[config.mk]
export PLATFORM = sky130hd
export DESIGN_NAME = ram_write_ctrl
export DESIGN_NICKNAME = d
export VERILOG_FILES = /design/src/rtl/ram_write_ctrl.sv
export SDC_FILE = /design/constraint.sdc
export NUM_CORES = 1
export LEC_CHECK = 0
export ABC_AREA = 1
export BUFFER_PORTS_ARGS = -buffer_cell sky130_fd_sc_hd__clkbuf_2
export CORE_MARGIN = 4
export CORE_UTILIZATION = 50
export DETAILED_ROUTE_END_ITERATION = 8
export PLACE_DENSITY_LB_ADDON = 0.2
export SYNTH_ARGS = -nofsm -noshare
export SYNTH_HDL_FRONTEND = slang
export SYNTH_SLANG_ARGS = --single-unit
[constraint.sdc]
create_clock -name clk -period 4.4 [get_ports clk]
set_input_delay 0.88 -clock clk [delete_from_list [all_inputs] [get_ports clk]]
set_output_delay 0.88 -clock clk [all_outputs]
set_load 0.02 [all_outputs]
[src/rtl/ram_write_ctrl.sv]
// ============================================================================
// Module   : ram_write_ctrl
// Purpose  : Button-driven cursor and frame-RAM writer (paint one cell / sweep-clear).
// Revision : 1.0 - initial release
// ============================================================================
`default_nettype none

module ram_write_ctrl #(
    parameter int                GRID_W          = 4,
    parameter int                GRID_H          = 4,
    parameter int                ADDR_W          = 4,
    parameter int                DATA_W          = 32,
    parameter int                DEBOUNCE_CYCLES = 250000,
    parameter int                BTN_ACTIVE_LOW  = 1,
    parameter logic [DATA_W-1:0] PAINT_COLOR     = DATA_W'(32'h00FFFFFF),
    parameter logic [DATA_W-1:0] CLEAR_COLOR     = DATA_W'(32'h00000000)
) (
    input  logic              clk,
    input  logic              rst,
    input  logic              switch,
    input  logic [2:0]        btn,
    output logic              wr_en,
    output logic [ADDR_W-1:0] wr_addr,
    output logic [DATA_W-1:0] wr_data,
    output logic [9:0]        cur_x,
    output logic [9:0]        cur_y,
    output logic              busy
);

    localparam int              CNT_W        = $clog2(DEBOUNCE_CYCLES + 1);
    localparam logic [CNT_W-1:0] c_CNT_LAST  = CNT_W'(DEBOUNCE_CYCLES - 1);
    localparam logic [2:0]      c_BTN_REL    = (BTN_ACTIVE_LOW != 0) ? 3'b111 : 3'b000;
    localparam logic [ADDR_W-1:0] c_X_LAST   = ADDR_W'(GRID_W - 1);
    localparam logic [ADDR_W-1:0] c_Y_LAST   = ADDR_W'(GRID_H - 1);
    localparam logic [ADDR_W-1:0] c_GRID_W_A = ADDR_W'(GRID_W);
    localparam logic [ADDR_W-1:0] c_LAST_ADDR = ADDR_W'(GRID_W * GRID_H - 1);

    localparam logic [1:0] c_ST_IDLE  = 2'd0;
    localparam logic [1:0] c_ST_PAINT = 2'd1;
    localparam logic [1:0] c_ST_CLEAR = 2'd2;

    logic [2:0]        r_btn_s1;
    logic [2:0]        r_btn_s2;
    logic              r_sw_s1;
    logic              r_sw_s2;
    logic [2:0]        w_btn_pressed;
    logic [2:0]        w_press;

    logic [1:0]        r_state;
    logic [1:0]        w_state_nxt;
    logic [ADDR_W-1:0] r_cur_x;
    logic [ADDR_W-1:0] r_cur_y;
    logic [ADDR_W-1:0] w_cx_nxt;
    logic [ADDR_W-1:0] w_cy_nxt;
    logic [ADDR_W-1:0] w_cur_addr;
    logic              r_wr_en;
    logic [ADDR_W-1:0] r_wr_addr;
    logic [DATA_W-1:0] r_wr_data;
    logic              r_busy;
    logic              w_wr_en_nxt;
    logic [ADDR_W-1:0] w_addr_nxt;
    logic [DATA_W-1:0] w_data_nxt;
    logic              w_busy_nxt;

    // Sync flops keep raw polarity so their reset value is "released".
    always_ff @(posedge clk or negedge rst) begin
        if (!rst) begin
            r_btn_s1 <= c_BTN_REL;
            r_btn_s2 <= c_BTN_REL;
            r_sw_s1  <= 1'b0;
            r_sw_s2  <= 1'b0;
        end else begin
            r_btn_s1 <= btn;
            r_btn_s2 <= r_btn_s1;
            r_sw_s1  <= switch;
            r_sw_s2  <= r_sw_s1;
        end
    end

    assign w_btn_pressed = r_btn_s2 ^ c_BTN_REL;

    for (genvar i = 0; i < 3; i++) begin : g_debounce
        logic             r_db;
        logic [CNT_W-1:0] r_cnt;

        always_ff @(posedge clk or negedge rst) begin
            if (!rst) begin
                r_db  <= 1'b0;
                r_cnt <= '0;
            end else if (w_btn_pressed[i] == r_db) begin
                r_cnt <= '0;
            end else if (r_cnt == c_CNT_LAST) begin
                r_db  <= w_btn_pressed[i];
                r_cnt <= '0;
            end else begin
                r_cnt <= r_cnt + CNT_W'(1);
            end
        end

        // Pulse in the cycle the debounced level flips to pressed.
        assign w_press[i] = w_btn_pressed[i] & ~r_db & (r_cnt == c_CNT_LAST);
    end

    always_ff @(posedge clk or negedge rst) begin
        if (!rst) begin
            r_state <= c_ST_IDLE;
        end else begin
            r_state <= w_state_nxt;
        end
    end

    always_comb begin
        w_state_nxt = r_state;
        case (r_state)
            c_ST_IDLE: begin
                if (w_press[2]) begin
                    w_state_nxt = r_sw_s2 ? c_ST_CLEAR : c_ST_PAINT;
                end
            end
            c_ST_PAINT: w_state_nxt = c_ST_IDLE;
            c_ST_CLEAR: begin
                if (r_wr_addr == c_LAST_ADDR) begin
                    w_state_nxt = c_ST_IDLE;
                end
            end
            default:    w_state_nxt = c_ST_IDLE;
        endcase
    end

    // Moves are applied before the action so a paint uses the updated cursor.
    always_comb begin
        w_cx_nxt    = r_cur_x;
        w_cy_nxt    = r_cur_y;
        w_wr_en_nxt = 1'b0;
        w_addr_nxt  = r_wr_addr;
        w_data_nxt  = r_wr_data;
        w_busy_nxt  = 1'b0;
        if (r_state == c_ST_IDLE) begin
            if (w_press[0]) begin
                w_cx_nxt = (r_cur_x == c_X_LAST) ? '0 : r_cur_x + ADDR_W'(1);
            end
            if (w_press[1]) begin
                w_cy_nxt = (r_cur_y == c_Y_LAST) ? '0 : r_cur_y + ADDR_W'(1);
            end
        end
        w_cur_addr = w_cy_nxt * c_GRID_W_A + w_cx_nxt;
        case (w_state_nxt)
            c_ST_PAINT: begin
                w_wr_en_nxt = 1'b1;
                w_addr_nxt  = w_cur_addr;
                w_data_nxt  = PAINT_COLOR;
            end
            c_ST_CLEAR: begin
                w_wr_en_nxt = 1'b1;
                w_busy_nxt  = 1'b1;
                w_addr_nxt  = (r_state == c_ST_CLEAR) ? r_wr_addr + ADDR_W'(1) : '0;
                w_data_nxt  = CLEAR_COLOR;
            end
            default: ;
        endcase
    end

    always_ff @(posedge clk or negedge rst) begin
        if (!rst) begin
            r_cur_x   <= '0;
            r_cur_y   <= '0;
            r_wr_en   <= 1'b0;
            r_wr_addr <= '0;
            r_wr_data <= '0;
            r_busy    <= 1'b0;
        end else begin
            r_cur_x   <= w_cx_nxt;
            r_cur_y   <= w_cy_nxt;
            r_wr_en   <= w_wr_en_nxt;
            r_wr_addr <= w_addr_nxt;
            r_wr_data <= w_data_nxt;
            r_busy    <= w_busy_nxt;
        end
    end

    assign wr_en   = r_wr_en;
    assign wr_addr = r_wr_addr;
    assign wr_data = r_wr_data;
    assign busy    = r_busy;
    assign cur_x   = 10'(r_cur_x);
    assign cur_y   = 10'(r_cur_y);

endmodule

`default_nettype wire
* After elaboration in Yosys (flattened, before gate mapping)
Index checks and enable logic that the tools add are counted.
Word-level totals: bits in registers 113, bits in latches 0, bits in writable memories 0, bits in read-only memories 0, output and inout port bits 58, word-level logic and storage cells 78, memories kept 0
Operators by class: $add $sub $neg 7, multipliers 0, divide/modulo/power cells 0, $lt $le $gt $ge 0, equality and inequality tests 12, shifts and indexed selects 0, mux-type cells 21, bitwise logic cells 13, reduce and logical (&&, ||, !) cells 7
Operators with widths (count):
- two-way mux 18 bit | 6
- one-hot mux 32 bit (2 select lines) | 1
- adder 18 x 1 -> 18 bit (second input constant) | 3
- equality test 18 bit (second input constant) | 3
- two-way mux 4 bit | 5
- adder 4 x 1 -> 4 bit (second input constant) | 3
- two-way mux 2 bit | 5
- equality test 4 x 2 -> 1 bit (second input constant) | 2
- one-hot mux 4 bit (2 select lines) | 1
- AND reduction 2 bit | 4
- AND 1 bit | 6
- inverter 1 bit | 6
- adder 4 bit | 1
- equality test 2 bit (second input constant) | 2
- equality test 4 bit (second input constant) | 1
- one-hot mux 2 bit (2 select lines) | 1
- equality test 1 bit | 3
- inverter 3 bit | 1
- equality test 2 x 1 -> 1 bit (second input constant) | 1
- logical NOT 2 bit | 1
- two-way mux 1 bit | 2
- nonzero test 2 bit | 1
- OR reduction 2 bit | 1

* Longest topological paths before layout
Gate-level depths: netlist of the first run.
depth in word-level cells 8, depth in mapped cells 18, gate-level depth less buffers 18

* Worst setup path before layout of the first run
Ideal clock, no wire load.
kind reg2reg, start point reg g_debounce[2].r_cnt[8], end point reg r_wr_addr[1] (netlist: wr_addr[1]), setup time 0.087 ns, arrival 1.948 ns, path slack 2.365 ns, cell stages (with the launch flop) 11, clock period less this slack 2.035 ns, cells stage by stage dfrtp_1 -> nor4_1 -> nand4_1 -> nor3_2 -> nand4_1 -> nor2_1 -> inv_1 -> ha_1 -> inv_1 -> nand2_1 -> o211ai_1
On the way: longest elaborated chain between the ends 6
Ends and longest elaborated chain:
- start, declared | line 84 | logic [CNT_W-1:0] r_cnt;
- start signal, assigned | line 96 | r_cnt <= r_cnt + CNT_W'(1);
- equality test 18 bit (*) | line 101 | assign w_press[i] = w_btn_pressed[i] & ~r_db & (r_cnt == c_CNT_LAST);
- AND 1 bit (*) | line 101
- two-way mux 2 bit (*) | line 116 | if (w_press[2]) begin
- one-hot mux 2 bit (2 select lines) (*) | line 114 | case (r_state)
- via w_state_nxt[0] | line 50 | logic [1:0] w_state_nxt;
- equality test 2 bit or equality test 2 x 1 -> 1 bit (tied branches) | line 147 | case (w_state_nxt)
- one-hot mux 4 bit (2 select lines) or nonzero test 2 bit (tied branches)
- end signal, assigned | line 175 | r_wr_addr <= w_addr_nxt;
- end, declared | line 57 | logic [ADDR_W-1:0] r_wr_addr;
The timed path passes the listed nets; every way through them passes the cells marked *. A chain may end at the register's enable or synchronous reset.

* Final worst setup path of the first run
start point reg g_debounce[0].r_cnt[0], end point reg r_wr_addr[3] (netlist: wr_addr[3])
On the way: longest elaborated chain between the ends 6
Ends and longest elaborated chain:
- start, declared | line 84
- start signal, assigned | line 96
- equality test 18 bit | line 101
- AND 1 bit | line 101
- two-way mux 4 bit | line 139 | if (w_press[0]) begin
- two-way mux 4 bit | line 138 | if (r_state == c_ST_IDLE) begin
- via w_cx_nxt[2] | line 53 | logic [ADDR_W-1:0] w_cx_nxt;
- adder 4 bit | line 146 | w_cur_addr = w_cy_nxt * c_GRID_W_A + w_cx_nxt;
- one-hot mux 4 bit (2 select lines) | line 147
The timed path passes the listed nets, and every way through them passes these cells.

==> flow_summary.yaml, run 1 <==
status:
  outcome: "complete, no violations"
floorplanning:
  die_h_um: 102
  die_width_um: 102
  num_rows: 34
  initial_utilization: 0.513
  die_area_mm2: 0.0105
  ios: 64
  core_mm2: 0.00868
clocking:
  numCtsBuffers: 9
  cts_root_buf: "clkbuf_8"
  clk_latency_ns: 0.35
  cts_buffer_depth: 2
  cts.sink_count: 82
  clkSlewWorstSetupHoldPaths_ns: 0.08
  cts_setup_buffers: 0
  ctsResizeCount: 0
  cts_hold_buf: 0
  htreeDepth: 3
  cts_tree: "built"
global_route:
  antenna_found_initial: 0
  gr-usage-all-layers: 0.156
  gr-total-overflow: 0
  grt_max_degree: 83
  grt_pass1_wl_mm: 13.2
  grt_pass1_vias: 3019
power:
  p_leak_nw: 2.30
  power.density_mw_per_mm2: 292
  power.total_mw: 1.38
  vdd_drop_max_mv: 0.161
detailed_routing:
  wl_met3_um: 432
  drc: 0
  via_count: 3263
  wl_per_cell_um: 11.8
  wl_met1_mm: 3.73
  viasPerCell: 4.95
  route.met2.wl_mm: 3.55
  drtIter0Drc: 150
  dr.pass1.iters: 4
  wl_mm: 7.77
  antenna_left: 0
  highest_layer: "met4"
sta:
  post-route-period-util: 0.535
  max_freq_ghz: 0.425
  min_period_ns: 2.35
  setup_violations: 0
  hold_viol: 0
  clock_skew_ns: 0.00830
  worst-slew-pin-transition_ns: 1.03
  rsz0062_at_grt: "no"
  slew_headroom: 0.310
  finalSetupTns_ns: 0
  fin_hold_ws_ns: 0.359
  slew_violations: 0
placed_design:
  post-place-cells: 643
  dp_hpwl_mm: 5.71
  io_buffers: 43
  gp_congestion: 0.834
critical_path:
  end_kind: "register"
  cp_max_fo: 5
  cp.required_ns: 4.67
  crit_end: "wr_addr[3]$_DFFE_PN0P_"
  r2r_setup_slack_ns: 2.05
  arrival_ns: 2.62
  ff2ff_path_depth: 18
  crit_start: "g_debounce[0].r_cnt[0]$_DFF_PN0_"
  rr_startpoint: "g_debounce[0].r_cnt[0]$_DFF_PN0_"
  path_class: "reg2reg"
  r2r_end: "wr_addr[3]$_DFFE_PN0P_"
  critPathLaunchType: "register"
yosys:
  ys_types: 40
  synth_flop_cell: "dfrtp_1"
  ys_seq_area_frac: 0.463
  syn-cell-area_mm2: 0.00445
  synthArstFlopShare: 1.00
  yosysTopAreaCell: "dfrtp_1"
  synth_edf_count: 0
  synth_top_area_frac: 0.427
  synth_warnings: 0
  synth-seq-cells: 82
  postSynthCellCount: 517
  yosys-top-cells-area: "dfrtp_1, buf_4, inv_1"
  syn_area_per_cell_um2: 8.61
layout:
  area_growth_pct: 6.60
  n_fill_cell: 801
  diodes: 0
  drive_above_1_share: 0.183
  nNetsFinal: 564
  instances_no_fill: 659
hold_path:
  hold_path.class: "reg2reg"
flow_run:
  cap_violations: 0
-- cells in the final DEF (no fill, tap or decap), types with 16 or more instances in the layout --
| cell type | count |
|---|---|
| clkbuf_2 | 42 |
| nor2_1 | 65 |
| nor3_1 | 16 |
| o21ai_0 | 16 |
| dfrtp_1 | 76 |
| nand3_1 | 17 |
| conb_1 | 20 |
| inv_1 | 72 |
| nand2_1 | 66 |
| a21oi_1 | 21 |
-- per-layer routing --
| layer | global-route usage | vias to the layer above |
|---|---|---|
| met5 | 0 | - |
| met4 | 0.0515 | 0 |
| met3 | 0.0341 | 4 |
| met2 | 0.245 | 89 |
| met1 | 0.215 | 1510 |
| li1 | - | 1660 |
-- worst min-delay path by stage --
| stage | depth (start not counted) | slack, ns | start | to |
|---|---|---|---|---|
| finish | 0 | 0.36 | r_btn_s1[2]$_DFF_PN1_ | r_btn_s2[2]$_DFF_PN1_ |
| CTS | 0 | 0.36 | r_btn_s1[1]$_DFF_PN1_ | r_btn_s2[1]$_DFF_PN1_ |
| global route | 0 | 0.37 | r_btn_s1[1]$_DFF_PN1_ | r_btn_s2[1]$_DFF_PN1_ |
| floorplan | 0 | 0.33 | r_sw_s1$_DFF_PN0_ | r_sw_s2$_DFF_PN0_ |
| global placement | 0 | 0.34 | r_sw_s1$_DFF_PN0_ | r_sw_s2$_DFF_PN0_ |
| detailed placement | 0 | 0.35 | r_btn_s1[1]$_DFF_PN1_ | r_btn_s2[1]$_DFF_PN1_ |
-- Yosys cell counts (7+ instances only) --
master and number:
a21oi_1 21, a31oi_1 7, buf_4 43, dfrtp_1 76
ha_1 12, inv_1 72, inv_2 8, nand2_1 66
nand3_1 17, nand4_1 15, nor2_1 65, nor2_4 7
nor3_1 16, nor3_2 7, o21ai_0 16, xor2_1 11
-- power by group --
group	internal (mW)	switching [mW]
combinational	0.0117	0.0483
clock	0.294	0.259
sequential	0.765	0.00582
total	1.07	0.314
-- registers in the layout (all words and copies together), names as in the netlist --
| signal | cells |
|---|---|
| r_btn_s1 | 3 |
| wr_data | 1 |
| r_sw_s1 | 1 |
| wr_en | 1 |
| g_debounce.r_cnt | 54 |
| r_cur_y | 4 |
| busy | 1 |
| r_btn_s2 | 3 |
| wr_addr | 4 |
| r_sw_s2 | 1 |
| g_debounce.r_db | 3 |
| r_cur_x | 4 |
| r_state | 2 |
-- critical path, stage by stage (launching register included) --
cell,delay (ns)
dfrtp_1,0.36
ha_1,0.17
nand2_1,0.10
nor2_4,0.14
nand3_1,0.13
nor2_2,0.15
nand2_1,0.14
inv_1,0.12
nand2_1,0.06
nand2_1,0.06
o21ai_0,0.11
ha_1,0.24
inv_1,0.06
nand3_1,0.07
nand2_1,0.09
inv_1,0.04
nand2_1,0.05
nand3_1,0.06
a21oi_1,0.12
-- per-stage QoR --
| stage | utilization | worst slack (ns) | instance area, um^2 |
|---|---|---|---|
| after floorplan | - | 2.37 | 4520 |
| after global placement | 0.524 | 2.20 | 4550 |
| after detailed placement | 0.524 | 2.08 | 4550 |
| after CTS | 0.547 | 2.03 | 4750 |
| after global routing | 0.547 | 1.75 | 4750 |
| final | 0.547 | 2.05 | 4750 |
-- kinds of logic after synthesis --
family / synth area share
flops: 0.463
fa+ha+maj: 0.0337
mux: 0.00675
compound gates: 0.0686
simple gates: 0.254
buf+inv: 0.142
xor+xnor: 0.0315
other cells: 0.000842
-- area by class of cell --
type,instances,area [um^2],share of cell area
Sequential cell,82,2060,0.434
Multi-Input combinational cell,329,1830,0.386
Inverter,81,304,0.0641
Timing Repair Buffer,43,218,0.0459
Clock buffer,14,163,0.0343
Tap cell,108,135,0.0285
Clock inverter,2,35.0,0.00738
No activity file was read; power rests on OpenSTA's default activity.
==> inputs of run 2 (changes only) <==
==> constraint.sdc (replaced) <==
create_clock -name clk -period 2 [get_ports clk]
set_input_delay 0.4 -clock clk [delete_from_list [all_inputs] [get_ports clk]]
set_output_delay 0.4 -clock clk [all_outputs]
set_load 0.02 [all_outputs]
==> run 2 against run 1 <==
Net effect: the flow now finishes with violations (negative hold slack, negative setup slack); die area stayed put; global-route usage is 1.5 points higher; non-clock buffer count is 64 higher; combinational power grew to 2.6 times the previous value; sequential share of layout area is 5.0 points lower; via count is 6.8% higher; total power is 130% higher; largest cell class unchanged.
==> flow_summary.yaml, run 2 (synthesis results as in run 1) <==
critical_path:
  arrival_ns: 2.54
  critPathLaunchType: "register"
  path_class: "reg2reg"
  cp_common_cell: "nand4_1"
  path_delay_family: "simple AND/OR/NAND/NOR gates"
  cp.required_ns: 2.28
  rr_startpoint: "g_debounce[2].r_cnt[7]$_DFF_PN0_"
  cp_slowest_stage_delay_ns: 0.37
  slowest_stage: "dfrtp_1"
  cp_max_fo: 4
  end_kind: "register"
  ff2ff_path_depth: 10
  r2r_setup_slack_ns: -0.26
  r2r_end: "wr_addr[0]$_DFFE_PN0P_"
  cp_num_buf_inv: 1
  crit_path_cell_trace: "inv_2 > nor4_4 > nand4_1 > nor3_4 > nand4_1 > o21ai_2 > ha_4 > nor4_2 > a21oi_1 > o21ai_1"
global_route:
  grt_pass1_vias: 3281
  grt_max_degree: 37
  antenna_found_initial: 0
  gr-usage-all-layers: 0.171
  grt_pass1_wl_mm: 14.4
  gr-total-overflow: 0
power:
  power.total_mw: 3.14
  power.density_mw_per_mm2: 586
  p_leak_nw: 2.65
  vdd_drop_max_mv: 0.418
sta:
  post-route-period-util: 1.13
  setup_slack_ns: -0.260
  max_freq_ghz: 0.442
  min_period_ns: 2.26
  hold_viol: 1
  slew_violations: 0
  worst-slew-pin-transition_ns: 0.615
  slew_headroom: 0.590
  clock_skew_ns: 0.0122
  rsz0062_at_grt: "yes"
  fin_hold_ws_ns: -0.000486
  setup_violations: 6
detailed_routing:
  viasPerCell: 4.82
  wl_per_cell_um: 11.8
  antenna_left: 0
  via_count: 3484
  drc: 0
  dr.pass1.iters: 4
  drtIter0Drc: 117
  wl_mm: 8.54
clocking:
  numCtsBuffers: 9
  clkSlewWorstSetupHoldPaths_ns: 0.09
  cts.sink_count: 82
  cts_hold_buf: 0
  cts_buffer_depth: 2
  cts_root_buf: "clkbuf_8"
  cts_tree: "built"
  clk_latency_ns: 0.35
  htreeDepth: 3
placed_design:
  post-place-cells: 698
  pre_cts_ws_ns: -0.262
  io_buffers: 43
  dp_hpwl_mm: 6.47
  gp_congestion: 0.860
floorplanning:
  ios: 64
  die_area_mm2: 0.0105
  core_mm2: 0.00868
  num_rows: 34
  initial_utilization: 0.513
  die_h_um: 102
  die_width_um: 102
layout:
  instances_no_fill: 723
  layout_common_cells: "dfrtp_1, inv_1, buf_4"
  area_growth_pct: 20.4
  final_common_cell: "dfrtp_1"
  nNetsFinal: 628
  regMostFlops: "g_debounce.r_cnt"
  drive_above_1_share: 0.307
  largest_reg_flops: 54
  final_util: 0.618
  diodes: 0
status:
  outcome: "finished, violations left"
  violations: "negative hold slack, negative setup slack"
hold_path:
  hold_path.class: "in2async"
flow_run:
  cap_violations: 0
## run 2: cell count changes in the layout (fill, tap and decap cells not counted), sizes merged
cell / delta
clkinv: +1
inv: +1
clkbuf: -3
bufinv: +1
buf: +64
## run 2: worst max path at each step
stage | start | endpoint | slack (ns) | cells past startpoint
final | g_debounce[2].r_cnt[7]$_DFF_PN0_ | wr_addr[0]$_DFFE_PN0P_ | -0.26 | 10
after global routing | g_debounce[2].r_cnt[7]$_DFF_PN0_ | wr_addr[0]$_DFFE_PN0P_ | -0.48 | 10
after CTS | g_debounce[2].r_cnt[7]$_DFF_PN0_ | wr_addr[0]$_DFFE_PN0P_ | -0.30 | 10
after detailed placement | g_debounce[2].r_cnt[8]$_DFF_PN0_ | wr_addr[1]$_DFFE_PN0P_ | -0.26 | 10
after global placement | g_debounce[2].r_cnt[8]$_DFF_PN0_ | wr_addr[1]$_DFFE_PN0P_ | -0.13 | 10
after floorplan | g_debounce[2].r_cnt[8]$_DFF_PN0_ | wr_addr[0]$_DFFE_PN0P_ | -0.02 | 10
## run 2: report_power, final
part	switching, mW	internal (mW)	total, mW
registers	0.0139	1.68	1.70
clock network	0.580	0.705	1.29
logic	0.112	0.0442	0.157
total	0.706	2.43	3.14
## run 2: area by class of cell
class                      count  area (um^2)
timing repair buffer         107          714
inverter                      81          304
clock inverter                 5         78.8
multi-input combinational    329         1940
clock buffer                  11          131
fill                         757         3320
tap                          108          135
sequential                    82         2060
## run 2: what timing repair did
action                     in CTS  in global routing
gates cloned                    0                  0
buffers inserted                3                  7
setup endpoints to repair       7                 10
resized for setup              11                 11
pin swaps                       9                 13
## run 2: per-stage QoR
step | hold slack [ns] | TNS [ns] | instance area [um^2]
detailed placement | 0.345 | -1.04 | 5010
finish | -0.000486 | -1.14 | 5360
global route | 0.0337 | -2.61 | 5360
global placement | 0.338 | -0.424 | 5010
floorplan | 0.104 | -0.0468 | 4560
CTS | 0.0101 | -1.40 | 5270
## run 2: metal layers
metal	up-vias	track usage	routed length, um
li1	1788	-	-
met1	1623	0.230	3980
met2	63	0.282	4150
met4	0	0.0585	96
met3	10	0.0273	317
met5	-	0	0
==> inputs of run 3 (changes only) <==
--- a/config.mk
+++ b/config.mk
@@ -10,7 +10,7 @@
 export CORE_MARGIN = 4
 export CORE_UTILIZATION = 50
 export DETAILED_ROUTE_END_ITERATION = 8
-export PLACE_DENSITY_LB_ADDON = 0.2
+export PLACE_DENSITY_LB_ADDON = 0.08
 export SYNTH_ARGS = -nofsm -noshare
 export SYNTH_HDL_FRONTEND = slang
 export SYNTH_SLANG_ARGS = --single-unit
==> run 3 against run 2 <==
Net effect: the flow finishes with violations (negative setup slack); first-iteration DRC count fell by 2.6%; routed wire length rose by 6.2%; fmax rose by 3.8%; die area did not move; global-route usage rose by 1.2 points; clock power rose by 14%; sequential share of layout area fell by 1.7 points; largest power group unchanged; highest routed layer unchanged.
==> flow_summary.yaml, run 3 (synthesis results as in run 1) <==
critical_path:
  slowest_stage: "dfrtp_1"
  cp_max_fo: 4
  critPathLaunchType: "register"
  end_kind: "register"
  cp_common_cell: "nand4_1"
  cp_slowest_stage_delay_ns: 0.41
  crit_path_cell_trace: "nor4_2 > nand4_1 > nor3_2 > nand4_1 > nor2_2 > inv_2 > ha_4 > buf_6 > a21oi_2 > a21oi_1"
  cp.depth: 10
  r2r_setup_slack_ns: -0.18
  arrival_ns: 2.45
  rr_startpoint: "g_debounce[2].r_cnt[8]$_DFF_PN0_"
  path_delay_family: "simple AND/OR/NAND/NOR gates"
  cp.required_ns: 2.27
  r2r_end: "wr_addr[2]$_DFFE_PN0P_"
  path_class: "reg2reg"
  ff2ff_path_depth: 10
  cp_num_buf_inv: 2
detailed_routing:
  drtIter0Drc: 114
  wl_per_cell_um: 12.3
  antenna_left: 0
  via_count: 3559
  dr.pass1.iters: 4
  drc: 0
  viasPerCell: 4.82
  wl_mm: 9.07
global_route:
  antenna_found_initial: 0
  gr-usage-all-layers: 0.183
  grt_pass1_vias: 3430
  grt_pass1_wl_mm: 15.3
  gr-total-overflow: 0
  grt_max_degree: 49
floorplanning:
  ios: 64
  die_h_um: 102
  initial_utilization: 0.513
  core_mm2: 0.00868
  die_area_mm2: 0.0105
  die_width_um: 102
  num_rows: 34
hold_path:
  hold_path_startpoint: "btn[2]"
  worstHoldEndpoint: "r_btn_s1[2]$_DFF_PN1_"
  hold_path.class: "in2reg"
  min_path_cells: 1
power:
  p_int_mw: 2.60
  power_frac_comb: 0.048
  seqPwrFrac: 0.510
  p_leak_nw: 2.75
  power.total_mw: 3.33
  p_sw_mw: 0.732
  vdd_drop_max_mv: 0.458
  switching_share: 0.220
  clkPwrFrac: 0.442
  power.density_mw_per_mm2: 593
clocking:
  numCtsBuffers: 9
  htreeDepth: 3
  cts_root_buf: "clkbuf_8"
  cts_tree: "built"
  clk_latency_ns: 0.35
  cts_buffer_depth: 2
  cts.sink_count: 82
  clkSlewWorstSetupHoldPaths_ns: 0.09
sta:
  setup_violations: 7
  slew_headroom: 0.582
  setup_slack_ns: -0.177
  rsz0062_at_grt: "yes"
  fin_hold_ws_ns: 0.131
  max_freq_ghz: 0.459
  post-route-period-util: 1.09
  worst-slew-pin-transition_ns: 0.627
  clock_skew_ns: 0.0141
  min_period_ns: 2.18
  hold_viol: 0
  slew_violations: 0
status:
  outcome: "finished, violations left"
  violations: "negative setup slack"
layout:
  largest_reg_flops: 54
  final_common_cell: "dfrtp_1"
  diodes: 0
  layout_common_cells: "dfrtp_1, inv_1, buf_4"
  drive_above_1_share: 0.343
  regMostFlops: "g_debounce.r_cnt"
  area_growth_pct: 26.1
  nNetsFinal: 643
placed_design:
  io_buffers: 43
  dp_hpwl_mm: 6.51
  gp_congestion: 0.823
flow_run:
  cap_violations: 0
[run 3: power groups by stage]
stage                     registers, mW  clock network (mW)  logic (mW)
after floorplan                    1.73                   0       0.113
after global placement             1.73                   0       0.154
after detailed placement           1.73                   0       0.157
after CTS                          1.70                1.51       0.161
after global routing               1.70                1.58       0.183
final                              1.70                1.47       0.159
[run 3: metal layers]
layer  vias to the layer above  part of all wire  track usage
li1                       1811                 -            -
met1                      1679              0.45        0.233
met2                        59              0.50        0.315
met3                        10             0.036       0.0403
met4                         0             0.012       0.0484
met5                         -                 0            0
[run 3: through the flow]
step	utilization	instances	setup TNS, ns	instance area, um^2	setup WS [ns]
finish	0.647	738	-0.754	5610	-0.177
global placement	0.574	694	-0.473	4980	-0.134
CTS	0.633	734	-1.05	5490	-0.185
detailed placement	0.574	694	-1.24	4980	-0.268
global route	0.647	738	-2.04	5610	-0.368
floorplan	-	536	-0.0468	4560	-0.0248
[run 3: what timing repair did]
item                       in CTS  in global routing
pin swaps                      15                 18
setup endpoints to repair       6                 16
hold endpoints to repair       14                  0
setup buffers                  24                  9
resized for setup              27                 27
hold buffers                    1                  0
[run 3: layout make-up]
| type | instances | area, um^2 |
|---|---|---|
| clock buffer | 10 | 138 |
| clock inverter | 6 | 114 |
| fill | 740 | 3070 |
| inverter | 81 | 309 |
| multi-input combinational | 329 | 1980 |
| sequential | 82 | 2060 |
| tap | 108 | 135 |
| timing repair buffer | 122 | 875 |
[run 3: worst max path at each step]
stage                                           from                     end  slack, ns
global placement    g_debounce[2].r_cnt[8]$_DFF_PN0_  wr_addr[1]$_DFFE_PN0P_      -0.13
finish              g_debounce[2].r_cnt[8]$_DFF_PN0_  wr_addr[2]$_DFFE_PN0P_      -0.18
CTS                 g_debounce[2].r_cnt[7]$_DFF_PN0_  wr_addr[2]$_DFFE_PN0P_      -0.18
global route        g_debounce[2].r_cnt[8]$_DFF_PN0_  wr_addr[3]$_DFFE_PN0P_      -0.37
detailed placement  g_debounce[2].r_cnt[8]$_DFF_PN0_  wr_addr[0]$_DFFE_PN0P_      -0.27
floorplan           g_debounce[2].r_cnt[8]$_DFF_PN0_  wr_addr[0]$_DFFE_PN0P_      -0.02
